--- config.mk ---
export PLATFORM = sky130hd
export DESIGN_NAME = vip_cheshire_uart_rx
export DESIGN_NICKNAME = d
export VERILOG_FILES = /design/src/rtl/vip_cheshire_uart_pkg.sv /design/src/rtl/vip_cheshire_uart_rx_fifo.sv /design/src/rtl/vip_cheshire_uart_rx.sv
export SDC_FILE = /design/constraint.sdc
export NUM_CORES = 1
export LEC_CHECK = 0
export BUFFER_PORTS_ARGS = -buffer_cell sky130_fd_sc_hd__buf_2
export CAP_MARGIN = 10
export CELL_PAD_IN_SITES_DETAIL_PLACEMENT = 0
export CELL_PAD_IN_SITES_GLOBAL_PLACEMENT = 2
export CORE_MARGIN = 2
export CORE_UTILIZATION = 47
export DETAILED_ROUTE_END_ITERATION = 8
export PLACE_DENSITY = 0.9
export SYNTH_ARGS = -nofsm -noshare
export SYNTH_HDL_FRONTEND = slang
export SYNTH_SLANG_ARGS = --single-unit
--- constraint.sdc ---
create_clock -name clk_i -period 3.9 [get_ports clk_i]
set_input_delay 0.78 -clock clk_i [delete_from_list [all_inputs] [get_ports clk_i]]
set_output_delay 0.78 -clock clk_i [all_outputs]
set_load 0.05 [all_outputs]
--- src/rtl/vip_cheshire_uart_pkg.sv ---
// vip_cheshire_uart_pkg: shared types, constants and parity helper for the Cheshire VIP UART receiver.
// Contents: rx_state_e receiver FSM states, UartDataBits data bits per frame,
// even_parity_ok() even-parity check over data plus parity bit.
package vip_cheshire_uart_pkg;

    localparam int UartDataBits = 8;

    typedef enum logic [2:0] {
        IDLE,
        START,
        DATA,
        PARITY,
        STOP,
        BREAK
    } rx_state_e;

    function automatic logic even_parity_ok(input logic [UartDataBits-1:0] data, input logic par);
        return ~^{data, par};
    endfunction

endpackage

--- src/rtl/vip_cheshire_uart_rx_fifo.sv ---
// vip_cheshire_uart_rx_fifo: receive FIFO with the head word presented straight from storage.
// Ports: clk_i/rst_i clock and async active-high reset; push_i/data_i write side;
// pop_i/data_o read side (data_o is 0 while empty); full_o/empty_o status.
// A push while full is accepted only if a pop happens in the same cycle.
module vip_cheshire_uart_rx_fifo #(
    parameter int FifoDepth = 8,
    parameter int DataWidth = 8
) (
    input  logic                 clk_i,
    input  logic                 rst_i,
    input  logic                 push_i,
    input  logic                 pop_i,
    input  logic [DataWidth-1:0] data_i,
    output logic [DataWidth-1:0] data_o,
    output logic                 full_o,
    output logic                 empty_o
);

    localparam int AW = $clog2(FifoDepth);

    logic [DataWidth-1:0] r_mem [FifoDepth];
    logic [AW:0]          r_wptr;
    logic [AW:0]          r_rptr;
    logic                 w_push;
    logic                 w_pop;

    // Extra pointer MSB distinguishes full from empty when the indices match.
    assign empty_o = r_wptr == r_rptr;
    assign full_o  = (r_wptr ^ r_rptr) == {1'b1, {AW{1'b0}}};
    assign w_pop   = pop_i & ~empty_o;
    assign w_push  = push_i & (~full_o | pop_i);
    assign data_o  = empty_o ? '0 : r_mem[r_rptr[AW-1:0]];

    always_ff @(posedge clk_i or posedge rst_i) begin
        if (rst_i) begin
            r_wptr <= '0;
            r_rptr <= '0;
        end else begin
            r_wptr <= r_wptr + (AW+1)'(w_push);
            r_rptr <= r_rptr + (AW+1)'(w_pop);
        end
    end

    always_ff @(posedge clk_i) begin
        if (w_push) r_mem[r_wptr[AW-1:0]] <= data_i;
    end

endmodule

--- src/rtl/vip_cheshire_uart_rx.sv ---
// vip_cheshire_uart_rx: VIP UART receiver decoding the SoC uart_tx line into a buffered byte stream.
// Ports: clk_i/rst_i clock and async active-high reset; uart_rx_i serial line (idles high);
// byte_o/valid_o/ready_i FIFO head handshake; busy_o FSM not idle; frame_err_o, parity_err_o,
// overflow_o one-cycle error pulses; drop_cnt_o saturating dropped-byte count.
// Define VIP_CHESHIRE_UART_RX_PARITY_EN for fixed 8E1 frames; otherwise 8N1 and parity_err_o is 0.
module vip_cheshire_uart_rx
    import vip_cheshire_uart_pkg::*;
#(
    parameter int ClkPerBit = 16,
    parameter int FifoDepth = 8,
    parameter int CntWidth  = 16
) (
    input  logic                    clk_i,
    input  logic                    rst_i,
    input  logic                    uart_rx_i,
    output logic [UartDataBits-1:0] byte_o,
    output logic                    valid_o,
    input  logic                    ready_i,
    output logic                    busy_o,
    output logic                    frame_err_o,
    output logic                    parity_err_o,
    output logic                    overflow_o,
    output logic [CntWidth-1:0]     drop_cnt_o
);

    localparam int CW = $clog2(ClkPerBit);
    localparam int BW = $clog2(UartDataBits);
    localparam logic [CW-1:0] HalfLast = CW'(ClkPerBit / 2 - 1);
    localparam logic [CW-1:0] BitLast  = CW'(ClkPerBit - 1);
    localparam logic [BW-1:0] LastBit  = BW'(UartDataBits - 1);

`ifdef VIP_CHESHIRE_UART_RX_PARITY_EN
    localparam rx_state_e AfterData = PARITY;
    logic w_parity_err;
`else
    localparam rx_state_e AfterData = STOP;
`endif

    logic [1:0]              r_sync;
    logic                    r_prev;
    rx_state_e               r_state;
    rx_state_e               w_state_nxt;
    logic [CW-1:0]           r_cnt;
    logic [CW-1:0]           w_cnt_nxt;
    logic [BW-1:0]           r_bit;
    logic [BW-1:0]           w_bit_nxt;
    logic [UartDataBits-1:0] r_data;
    logic [UartDataBits-1:0] w_data_nxt;
    logic [CntWidth-1:0]     r_drop_cnt;
    logic                    w_rx;
    logic                    w_fall;
    logic                    w_bit_end;
    logic                    w_push;
    logic                    w_frame_err;
    logic                    w_full;
    logic                    w_empty;
    logic                    w_overflow;

    assign w_rx      = r_sync[1];
    assign w_fall    = r_prev & ~w_rx;
    assign w_bit_end = r_cnt == BitLast;

    always_comb begin
        w_state_nxt = r_state;
        w_cnt_nxt   = r_cnt + 1'b1;
        w_bit_nxt   = r_bit;
        w_data_nxt  = r_data;
        w_push      = 1'b0;
        w_frame_err = 1'b0;
`ifdef VIP_CHESHIRE_UART_RX_PARITY_EN
        w_parity_err = 1'b0;
`endif
        case (r_state)
            IDLE: begin
                w_cnt_nxt = '0;
                if (w_fall) w_state_nxt = START;
            end
            START: begin
                if (r_cnt == HalfLast) begin
                    w_cnt_nxt   = '0;
                    w_bit_nxt   = '0;
                    w_state_nxt = w_rx ? IDLE : DATA;
                end
            end
            DATA: begin
                if (w_bit_end) begin
                    w_cnt_nxt  = '0;
                    w_data_nxt = {w_rx, r_data[UartDataBits-1:1]};
                    w_bit_nxt  = r_bit + 1'b1;
                    if (r_bit == LastBit) w_state_nxt = AfterData;
                end
            end
`ifdef VIP_CHESHIRE_UART_RX_PARITY_EN
            PARITY: begin
                if (w_bit_end) begin
                    w_cnt_nxt    = '0;
                    w_parity_err = ~even_parity_ok(r_data, w_rx);
                    w_state_nxt  = STOP;
                end
            end
`endif
            STOP: begin
                if (w_bit_end) begin
                    w_cnt_nxt   = '0;
                    w_push      = w_rx;
                    w_frame_err = ~w_rx;
                    w_state_nxt = w_rx ? IDLE : BREAK;
                end
            end
            BREAK: begin
                // Hold off until the line recovers so a long low is not seen as a new start bit.
                w_cnt_nxt = '0;
                if (w_rx) w_state_nxt = IDLE;
            end
            default: begin
                w_cnt_nxt   = '0;
                w_state_nxt = IDLE;
            end
        endcase
    end

    always_ff @(posedge clk_i or posedge rst_i) begin
        if (rst_i) begin
            r_sync     <= 2'b11;
            r_prev     <= 1'b1;
            r_state    <= IDLE;
            r_cnt      <= '0;
            r_bit      <= '0;
            r_data     <= '0;
            r_drop_cnt <= '0;
        end else begin
            r_sync  <= {r_sync[0], uart_rx_i};
            r_prev  <= w_rx;
            r_state <= w_state_nxt;
            r_cnt   <= w_cnt_nxt;
            r_bit   <= w_bit_nxt;
            r_data  <= w_data_nxt;
            if (w_overflow && !(&r_drop_cnt)) r_drop_cnt <= r_drop_cnt + 1'b1;
        end
    end

    vip_cheshire_uart_rx_fifo #(
        .FifoDepth (FifoDepth),
        .DataWidth (UartDataBits)
    ) u_fifo (
        .clk_i   (clk_i),
        .rst_i   (rst_i),
        .push_i  (w_push),
        .pop_i   (ready_i),
        .data_i  (w_data_nxt),
        .data_o  (byte_o),
        .full_o  (w_full),
        .empty_o (w_empty)
    );

    // A full FIFO always has valid_o high, so ready_i alone means a pop frees a slot this cycle.
    assign w_overflow  = w_push & w_full & ~ready_i;
    assign valid_o     = ~w_empty;
    assign busy_o      = r_state != IDLE;
    assign frame_err_o = w_frame_err;
    assign overflow_o  = w_overflow;
    assign drop_cnt_o  = r_drop_cnt;
`ifdef VIP_CHESHIRE_UART_RX_PARITY_EN
    assign parity_err_o = w_parity_err;
`else
    assign parity_err_o = 1'b0;
`endif

endmodule

==> results of run 1 <==
==> layout by cell type, fill, tap and decap left out, types with 2 or more instances in the layout <==
cell,instances
nand2b_1,4
nor2_1,28
dfrtp_1,42
or3_1,2
nor4_4,2
mux2i_1,10
inv_1,5
nor4_1,3
buf_2,31
o21ai_0,5
xnor2_1,5
ha_1,8
nand4_1,6
nor3_1,11
o311a_1,2
nand2_1,10
mux4_2,16
a21oi_1,3
and3_1,6
dfstp_2,3
buf_4,5
mux2_2,13
clkbuf_8,9
xor2_1,18
edfxtp_1,64
inv_8,3
nor4_2,2
nand3_1,13
nor2b_1,3
==> flip-flops by register name, indices dropped and copies added, names as in the netlist <==
register	count
r_data	8
r_prev	1
u_fifo.r_wptr	4
r_cnt	4
r_state	3
u_fifo.r_rptr	4
u_fifo.r_mem	64
drop_cnt_o	16
r_bit	3
r_sync	2
==> how the worst max path moves through the flow <==
stage / start / endpoint / slack (ns) / cells past startpoint
global route: u_fifo.r_rptr[2] / byte_o[0] / 0.45 / 5
floorplan: u_fifo.r_rptr[1] / byte_o[6] / 1.15 / 5
finish: u_fifo.r_rptr[2] / byte_o[7] / 0.74 / 5
CTS: u_fifo.r_rptr[2] / byte_o[7] / 0.68 / 5
global placement: u_fifo.r_rptr[2] / byte_o[7] / 1.18 / 5
detailed placement: u_fifo.r_rptr[2] / byte_o[7] / 1.14 / 5
==> logic make-up (layout without fill, tap and decap cells) <==
kind of cell | count (synthesis) | count (layout)
other | 1 | 1
AND/OR/NAND/NOR | 96 | 96
adder cells (fa/ha/maj) | 8 | 8
XOR/XNOR | 23 | 23
buffers and inverters | 21 | 58
flip-flops | 109 | 109
multiplexers | 39 | 39
AO/OA/AOI/OAI | 13 | 13
==> layer usage <==
| metal | global-route usage (%) | wire [um] | up-vias |
|---|---|---|---|
| li1 | - | - | 1215 |
| met1 | 20.6 | 3690 | 1290 |
| met2 | 25.8 | 3910 | 60 |
| met3 | 3.95 | 338 | 6 |
| met4 | 4.15 | 75 | 0 |
| met5 | 0 | 0 | - |
==> metrics by stage <==
step / util [%] / setup slack, ns / area (um^2) / total power, W / hold WS (ns)
after floorplan: - / 1.15 / 4690 / 0.00156 / 0.345
after global placement: 51.2 / 1.18 / 4980 / 0.00162 / 0.346
after detailed placement: 51.2 / 1.14 / 4980 / 0.00162 / 0.347
after CTS: 53.4 / 0.680 / 5200 / 0.00234 / 0.361
after global routing: 53.4 / 0.453 / 5200 / 0.00241 / 0.363
final: 53.4 / 0.739 / 5200 / 0.00231 / 0.361
==> synth_stat cells, drive strengths merged <==
cell type	n	area share (%)
edfxtp	64	41
dfrtp	42	22
nor2	28	2.2
xor2	18	3.4
mux4	16	7.7
nand3	14	1.8
mux2	13	3.1
nor3	12	1.5
mux2i	10	2.1
nand2	10	0.80
buf	8	1.0
ha	8	2.1
clkbuf	7	0.56
nor4	7	1.8
and3	6	0.80
inv	6	0.48
nand4	6	0.80
o21ai	5	0.53
xnor2	5	0.93
nand2b	4	0.53
a21oi	3	0.32
dfstp	3	1.7
nor2b	3	0.40
o311a	2	0.43
or3	2	0.27
a21boi	1	0.16
a31o	1	0.19
and2	1	0.13
and4	1	0.24
conb	1	0.080
nor3b	1	0.16
nor4b	1	0.19
o2111ai	1	0.19
==> layout make-up <==
type / count / area (um^2) / area share, %
Sequential cell: 109 / 3050 / 58.7
Multi-Input combinational cell: 180 / 1550 / 29.9
Timing Repair Buffer: 36 / 193 / 3.71
Tap cell: 133 / 166 / 3.20
Clock buffer: 9 / 124 / 2.38
Clock inverter: 7 / 88.8 / 1.71
Inverter: 6 / 22.5 / 0.433
==> worst reg2reg max path, cell delays in order, from the launching register on <==
cell	delay [ns]
dfrtp_1	0.53
nor2b_1	0.37
and4_4	0.31
a21boi_1	0.28
nand2b_1	0.16
nor2_1	0.62
==> power breakdown <==
| group | switching [W] | internal (W) |
|---|---|---|
| clock network | 0.000401 | 0.000314 |
| registers | 0.0000621 | 0.00124 |
| logic | 0.000164 | 0.000130 |
| total | 0.000627 | 0.00168 |
==> qor.txt, run 1 <==
Wire per inst: 16.7 um
Die height: 104 um
DRC: 0
Hold path depth: 0
Core Region: 9730 um^2
Mean post-synth cell area: 15.1 um^2
First-pass GRT wire length: 13000 um
CTS Sinks: 109
Pwr dens: 444 nW/um^2
Io pins: 33
Pin count of the biggest net entering global routing: 46
Initial Util: 48.3%
Unique masters post-synth: 40
H-tree levels: 3
Initial antenna violation count: 0
Placer congestion estimate: 0.740
Multiplexer area fraction after synthesis: 12.9%
Final Setup Violations: 0
Gr ovfl total: 0
Worst setup SP type: flip-flop
Fin crit share: 81.1%
Post-CTS resize count: 0
Status: finished clean
Layout cell share with drive strength beyond 1: 27.1%
CTS Buf Count: 9
Measured slew at the worst slew-check pin: 0.940 ns
# Post-CTS Setup Buffers: 0
PortBufs: 31
Clock-pin slew on the worst setup and hold paths: 0.11 ns
CP endpoint kind: output port
Diode count: 0
R2r endpoint: u_fifo.r_mem[4][3]
FF-to-FF Start: r_state[2]
Final slew viol count: 0
WP buf/inv: 1
Critical Path Fanout Max: 11
Crit path DAT: 2.38 ns
Vias in the first global route: 2509
Slowest cell on the critical path: dfrtp_1
Hold buffer count at CTS: 0
DRT iter0 DRCs: 150
Delay-heaviest family, CP: simple AND/OR/NAND/NOR gates
Die ar.: 10800 um^2
Clk buf depth: 2
Clock Skews: 0.0167 ns
Yosys reg bits: 109
DRT Pass-1 Iters: 6
Final hold violations: 0
Worst R2R Setup Slack: 1.27 ns
DP Wirelength: 5480 um
Post-Synth Simple-Gate Area: 11.7%
Worst r2r path cells: 5
Min-Delay Path Class: flip-flop to flip-flop
Syn nets: 322
Die Wd: 104 um
Final WL: 8020 um
Max cap viols: 0
Num rows: 36
Non-Filler Instances: 480
Mapped Area: 4690 um^2
Main combinational cell family by area after synthesis: multiplexers
Fmax achieved: 316 MHz
Adder-Cell Fraction of Synth Area: 2.13%
Root buffer cell: clkbuf_8
Total track usage: 15.6%
Min-delay src: r_sync[0]
Setup Crit Path Kind: flip-flop to output port
Final #Nets: 354
TritonCTS clock tree: yes
Cells after Synth: 310
Post-route ant nets: 0
Via density: 5.36
Slew HR: 37.2%
Placed instance count: 464
Tmin final: 3.16 ns
Later-pin clock latency in the skew report: 0.37 ns
Setup repair after global routing missed its margin: no
Req. time, crit path: 3.12 ns
Slowest stage delay, CP: 0.74 ns
Post-Synth XOR/XNOR Area: 4.29%
Sequential share of the synthesized area: 65.0%
Yosys warnings: 0
Cells along the critical path: xor2_1, nor3_4, and2_1, nor2_1, buf_2
Filler cell count: 835
Worst vdd ir: 0.223 mV
Setup TNS: 0 ns
Synth Area in Compound Gates: 1.81%
Hold EP: r_sync[1]
Via count: 2571
Layout area overhead: 10.7%
Leakage power: 2.31 nW
(Power assumes the default switching activity.)
==> inputs of run 2 (changes only) <==
CORE_UTILIZATION = 39   (was 47)
PLACE_DENSITY = 0.8   (was 0.9)
clock period = 2.75 ns   (was 3.9 ns; I/O delays follow)
==> qor.txt, run 2 (synthesis gave the netlist of run 1 again) <==
DRT Pass-1 Iters: 4
Later-pin clock latency in the skew report: 0.34 ns
Final Setup Violations: 0
Leakage power: 2.39 nW
Placer congestion estimate: 0.747
Io pins: 33
Fin crit share: 93.6%
Pwr dens: 659 nW/um^2
Final slew viol count: 0
Slew HR: 35.8%
Crit path DAT: 2.02 ns
Total track usage: 14.1%
Filler cell count: 1041
Max cap viols: 0
Fmax achieved: 388 MHz
Clock Skews: 0.0118 ns
DP Wirelength: 5590 um
Hold slack: 0.306 ns
Worst vdd ir: 0.276 mV
Req. time, crit path: 2.20 ns
Most frequent cells in the layout: edfxtp_1, dfrtp_1, buf_2
# Post-CTS Setup Buffers: 0
TritonCTS clock tree: yes
Post-route ant nets: 0
Num rows: 40
Diode count: 0
Initial antenna violation count: 0
Gr ovfl total: 0
DRC: 0
Tot Pwr: 0.00353 W
Die height: 114 um
Most common cell after layout, fill and taps aside: edfxtp_1
Via count: 2594
Via density: 5.16
Critical Path Fanout Max: 6
Vias in the first global route: 2598
Tmin final: 2.57 ns
Layout area overhead: 14.2%
Worst setup SP type: flip-flop
Clock-pin slew on the worst setup and hold paths: 0.07 ns
CTS Sinks: 109
Largest register FFs: 64
Layout cell share with drive strength beyond 1: 28.9%
First-pass GRT wire length: 13800 um
Setup Crit Path Kind: flip-flop to output port
DRT iter0 DRCs: 120
Status: finished clean
Initial Util: 39.6%
Pin count of the biggest net entering global routing: 46
Setup repair after global routing missed its margin: no
Min-Delay Path Class: input port to flip-flop
Wire per inst: 17.1 um
Die Wd: 114 um
CP endpoint kind: output port
Clk buf depth: 2
Register Area: 3050 um^2
Core Region: 11900 um^2
H-tree levels: 3
CTS Buf Count: 9
Measured slew at the worst slew-check pin: 0.961 ns
Final WL: 8600 um
Final hold violations: 0
Hold buffer count at CTS: 0
Setup TNS: 0 ns
Root buffer cell: clkbuf_16
PortBufs: 31
Multi-input logic area: 1550 um^2
Final #Nets: 363
Die ar.: 12900 um^2
-- run 2: power breakdown --
group,leakage (nW),switching (W),total (W),internal (W)
Clock,0.139,0.000606,0.00125,0.000641
Combinational,0.910,0.000292,0.000491,0.000199
Sequential,1.34,0.0000372,0.00179,0.00176
-- run 2: path summary, 6_finish.rpt --
check	from	to	slack [ns]	cells after the start
worst min-delay path	uart_rx_i	r_sync[0]	0.31	1
worst max register to register	r_cnt[0]	u_fifo.r_mem[0][3]	0.41	7
min in group asynchronous	rst_i	drop_cnt_o[8]	0.43	2
worst max-delay path	r_cnt[0]	overflow_o	0.18	5
worst min register to register	r_sync[0]	r_sync[1]	0.36	0
max in group asynchronous	rst_i	u_fifo.r_rptr[2]	1.72	2
-- run 2: cell type report --
class,instances,share of cell area [%]
inverters,6,0.420
well taps,147,3.43
repair buffers,45,4.92
clock inverters,6,1.10
clock buffers,10,4.27
flip-flops and latches,109,56.9
multi-input cells,180,29.0
-- run 2: per-stage QoR --
stage	instances	setup slack, ns	area, um^2	utilization, %
4_1_cts	503	0.0249	5360	45.2
2_1_floorplan	310	0.232	4690	-
3_5_place_dp	487	0.423	5070	42.7
5_1_grt	503	0.0569	5360	45.2
6_report	503	0.175	5360	45.2
3_3_place_gp	487	0.447	5070	42.7
-- run 2: repair_timing --
action	in CTS	in global routing
endpoints found under the setup margin	0	9
resized for setup	0	2
hold endpoints to repair	0	0
-- run 2: critical path, stage by stage (launching register included) --
cell and delay (ns):
dfrtp_1 0.37, ha_1 0.22, and3_1 0.30, and4_4 0.31, and3_1 0.21, buf_2 0.28
-- run 2: routing by layer --
layer / routed length [um] / global-route usage [%] / vias up
met5: 0 / 0 / -
met4: 42 / 4.39 / 0
met3: 214 / 3.19 / 2
met2: 4180 / 22.7 / 40
met1: 4150 / 19.2 / 1318
li1: - / - / 1234
==> inputs of run 3 (changes only) <==
CORE_UTILIZATION = 25   (was 39)
CTS_BUF_LIST = sky130_fd_sc_hd__clkbuf_4 sky130_fd_sc_hd__clkbuf_8   (was default)
PLACE_DENSITY = 0.58   (was 0.8)
==> qor.txt, run 3 (synthesis gave the netlist of run 1 again) <==
Slowest cell on the critical path: dfrtp_1
Initial Util: 25.3%
Tmin final: 2.62 ns
Min-Delay Path Class: input port to asynchronous set/reset pin
Crit path DAT: 2.07 ns
Most used cell, CP: and3_1
Setup Crit Path Kind: flip-flop to output port
CP endpoint kind: output port
Slowest stage delay, CP: 0.39 ns
Clk buf depth: 2
Fmax achieved: 382 MHz
Filler cell count: 1868
Final slew viol count: 0
Final #Nets: 367
PortBufs: 31
Pwr dens: 600 nW/um^2
Worst R2R Setup Slack: 0.45 ns
Final hold violations: 0
Cell area after layout: 5410 um^2
DRT Pass-1 Iters: 4
Later-pin clock latency in the skew report: 0.39 ns
Cells along the critical path: ha_1, and3_1, and4_4, and3_1, clkbuf_4
Via density: 4.39
H-tree levels: 3
Clock Skews: 0.00793 ns
Diode count: 0
Status: finished clean
Max cap viols: 0
Io pins: 33
Die ar.: 19900 um^2
Final WL: 9620 um
Final Setup Violations: 0
Placer congestion estimate: 0.752
Post-route ant nets: 0
DP Wirelength: 6210 um
Num rows: 50
Root buffer cell: clkbuf_8
Initial antenna violation count: 0
Vias in the first global route: 2655
First-pass GRT wire length: 15600 um
Req. time, crit path: 2.20 ns
Critical Path Fanout Max: 6
Core Region: 18600 um^2
Dpl cell area: 5210 um^2
Die Wd: 141 um
Post-CTS resize count: 2
Worst setup SP type: flip-flop
Wire per inst: 16.2 um
DRT iter0 DRCs: 103
# Post-CTS Setup Buffers: 0
Leakage power: 2.36 nW
Most common cell after layout, fill and taps aside: edfxtp_1
TritonCTS clock tree: yes
Setup TNS: 0 ns
Worst vdd ir: 0.260 mV
Die height: 141 um
Gr ovfl total: 0
Layout cell share with drive strength beyond 1: 30.0%
Final Core Density: 29.1%
CTS Buf Count: 9
CTS Sinks: 109
Worst r2r path cells: 7
Most frequent cells in the layout: edfxtp_1, dfrtp_1, buf_2
Final Worst Setup Slack: 0.130 ns
Setup repair after global routing missed its margin: no
Fin crit share: 95.3%
R2r endpoint: u_fifo.r_mem[1][1]
Via count: 2610
Clock-pin slew on the worst setup and hold paths: 0.11 ns
Total track usage: 10.4%
Largest register FFs: 64
Place WS: 0.360 ns
Pin count of the biggest net entering global routing: 20
Hold buffer count at CTS: 0
DRC: 0
Layout area overhead: 15.2%
FF-to-FF Start: r_cnt[0]
[run 3: cell types whose count changed in the layout (fill, tap and decap cells not counted), sizes merged]
| cell | delta |
|---|---|
| buf | +3 |
| clkbuf | +1 |
| clkinv | +1 |
| clkinvlp | +1 |
| inv | -2 |
[run 3: stage by stage]
| step | hold slack, ns | power, W | cells |
|---|---|---|---|
| detailed placement | 0.347 | 0.00234 | 578 |
| global route | 0.0783 | 0.00342 | 594 |
| floorplan | 0.345 | 0.00221 | 310 |
| global placement | 0.346 | 0.00234 | 578 |
| CTS | 0.0668 | 0.00330 | 594 |
| finish | 0.0835 | 0.00324 | 594 |
[run 3: layout make-up]
cell class	count	area, um^2	area share, %
Tap cell	234	293	5.41
Clock buffer	10	131	2.43
Sequential cell	109	3050	56.4
Inverter	6	22.5	0.416
Clock inverter	6	55.1	1.02
Multi-Input combinational cell	180	1550	28.7
Timing Repair Buffer	49	300	5.55
[run 3: where the power goes]
group          total (W)  switching, W  internal, W
clock network   0.000940      0.000582     0.000357
logic           0.000511      0.000301     0.000210
registers        0.00179     0.0000363      0.00176
[run 3: routing by layer]
layer  global-route usage [%]  share of wire [%]  vias up
met4                     2.32               0.95        0
li1                         -                  -     1242
met5                        0                  0        -
met2                     16.4                 48       44
met3                     3.40                3.9       11
met1                     14.1                 47     1313
[run 3: worst max path at each step]
stage	to	slack (ns)	start	cells past startpoint
after global placement	byte_o[7]	0.38	u_fifo.r_wptr[2]	5
after detailed placement	byte_o[7]	0.36	u_fifo.r_wptr[2]	5
after CTS	byte_o[4]	0.05	u_fifo.r_rptr[0]	5
after floorplan	byte_o[6]	0.23	u_fifo.r_rptr[1]	5
after global routing	byte_o[4]	0.0008	u_fifo.r_rptr[0]	5
final	overflow_o	0.13	r_cnt[0]	5
[run 3: critical path, delay by kind of cell (launching register included)]
| family | cells | cell delay (ns) |
|---|---|---|
| adder cells (fa/ha/maj) | 1 | 0.23 |
| buffers and inverters | 1 | 0.25 |
| flip-flops | 1 | 0.39 |
| AND/OR/NAND/NOR | 3 | 0.82 |
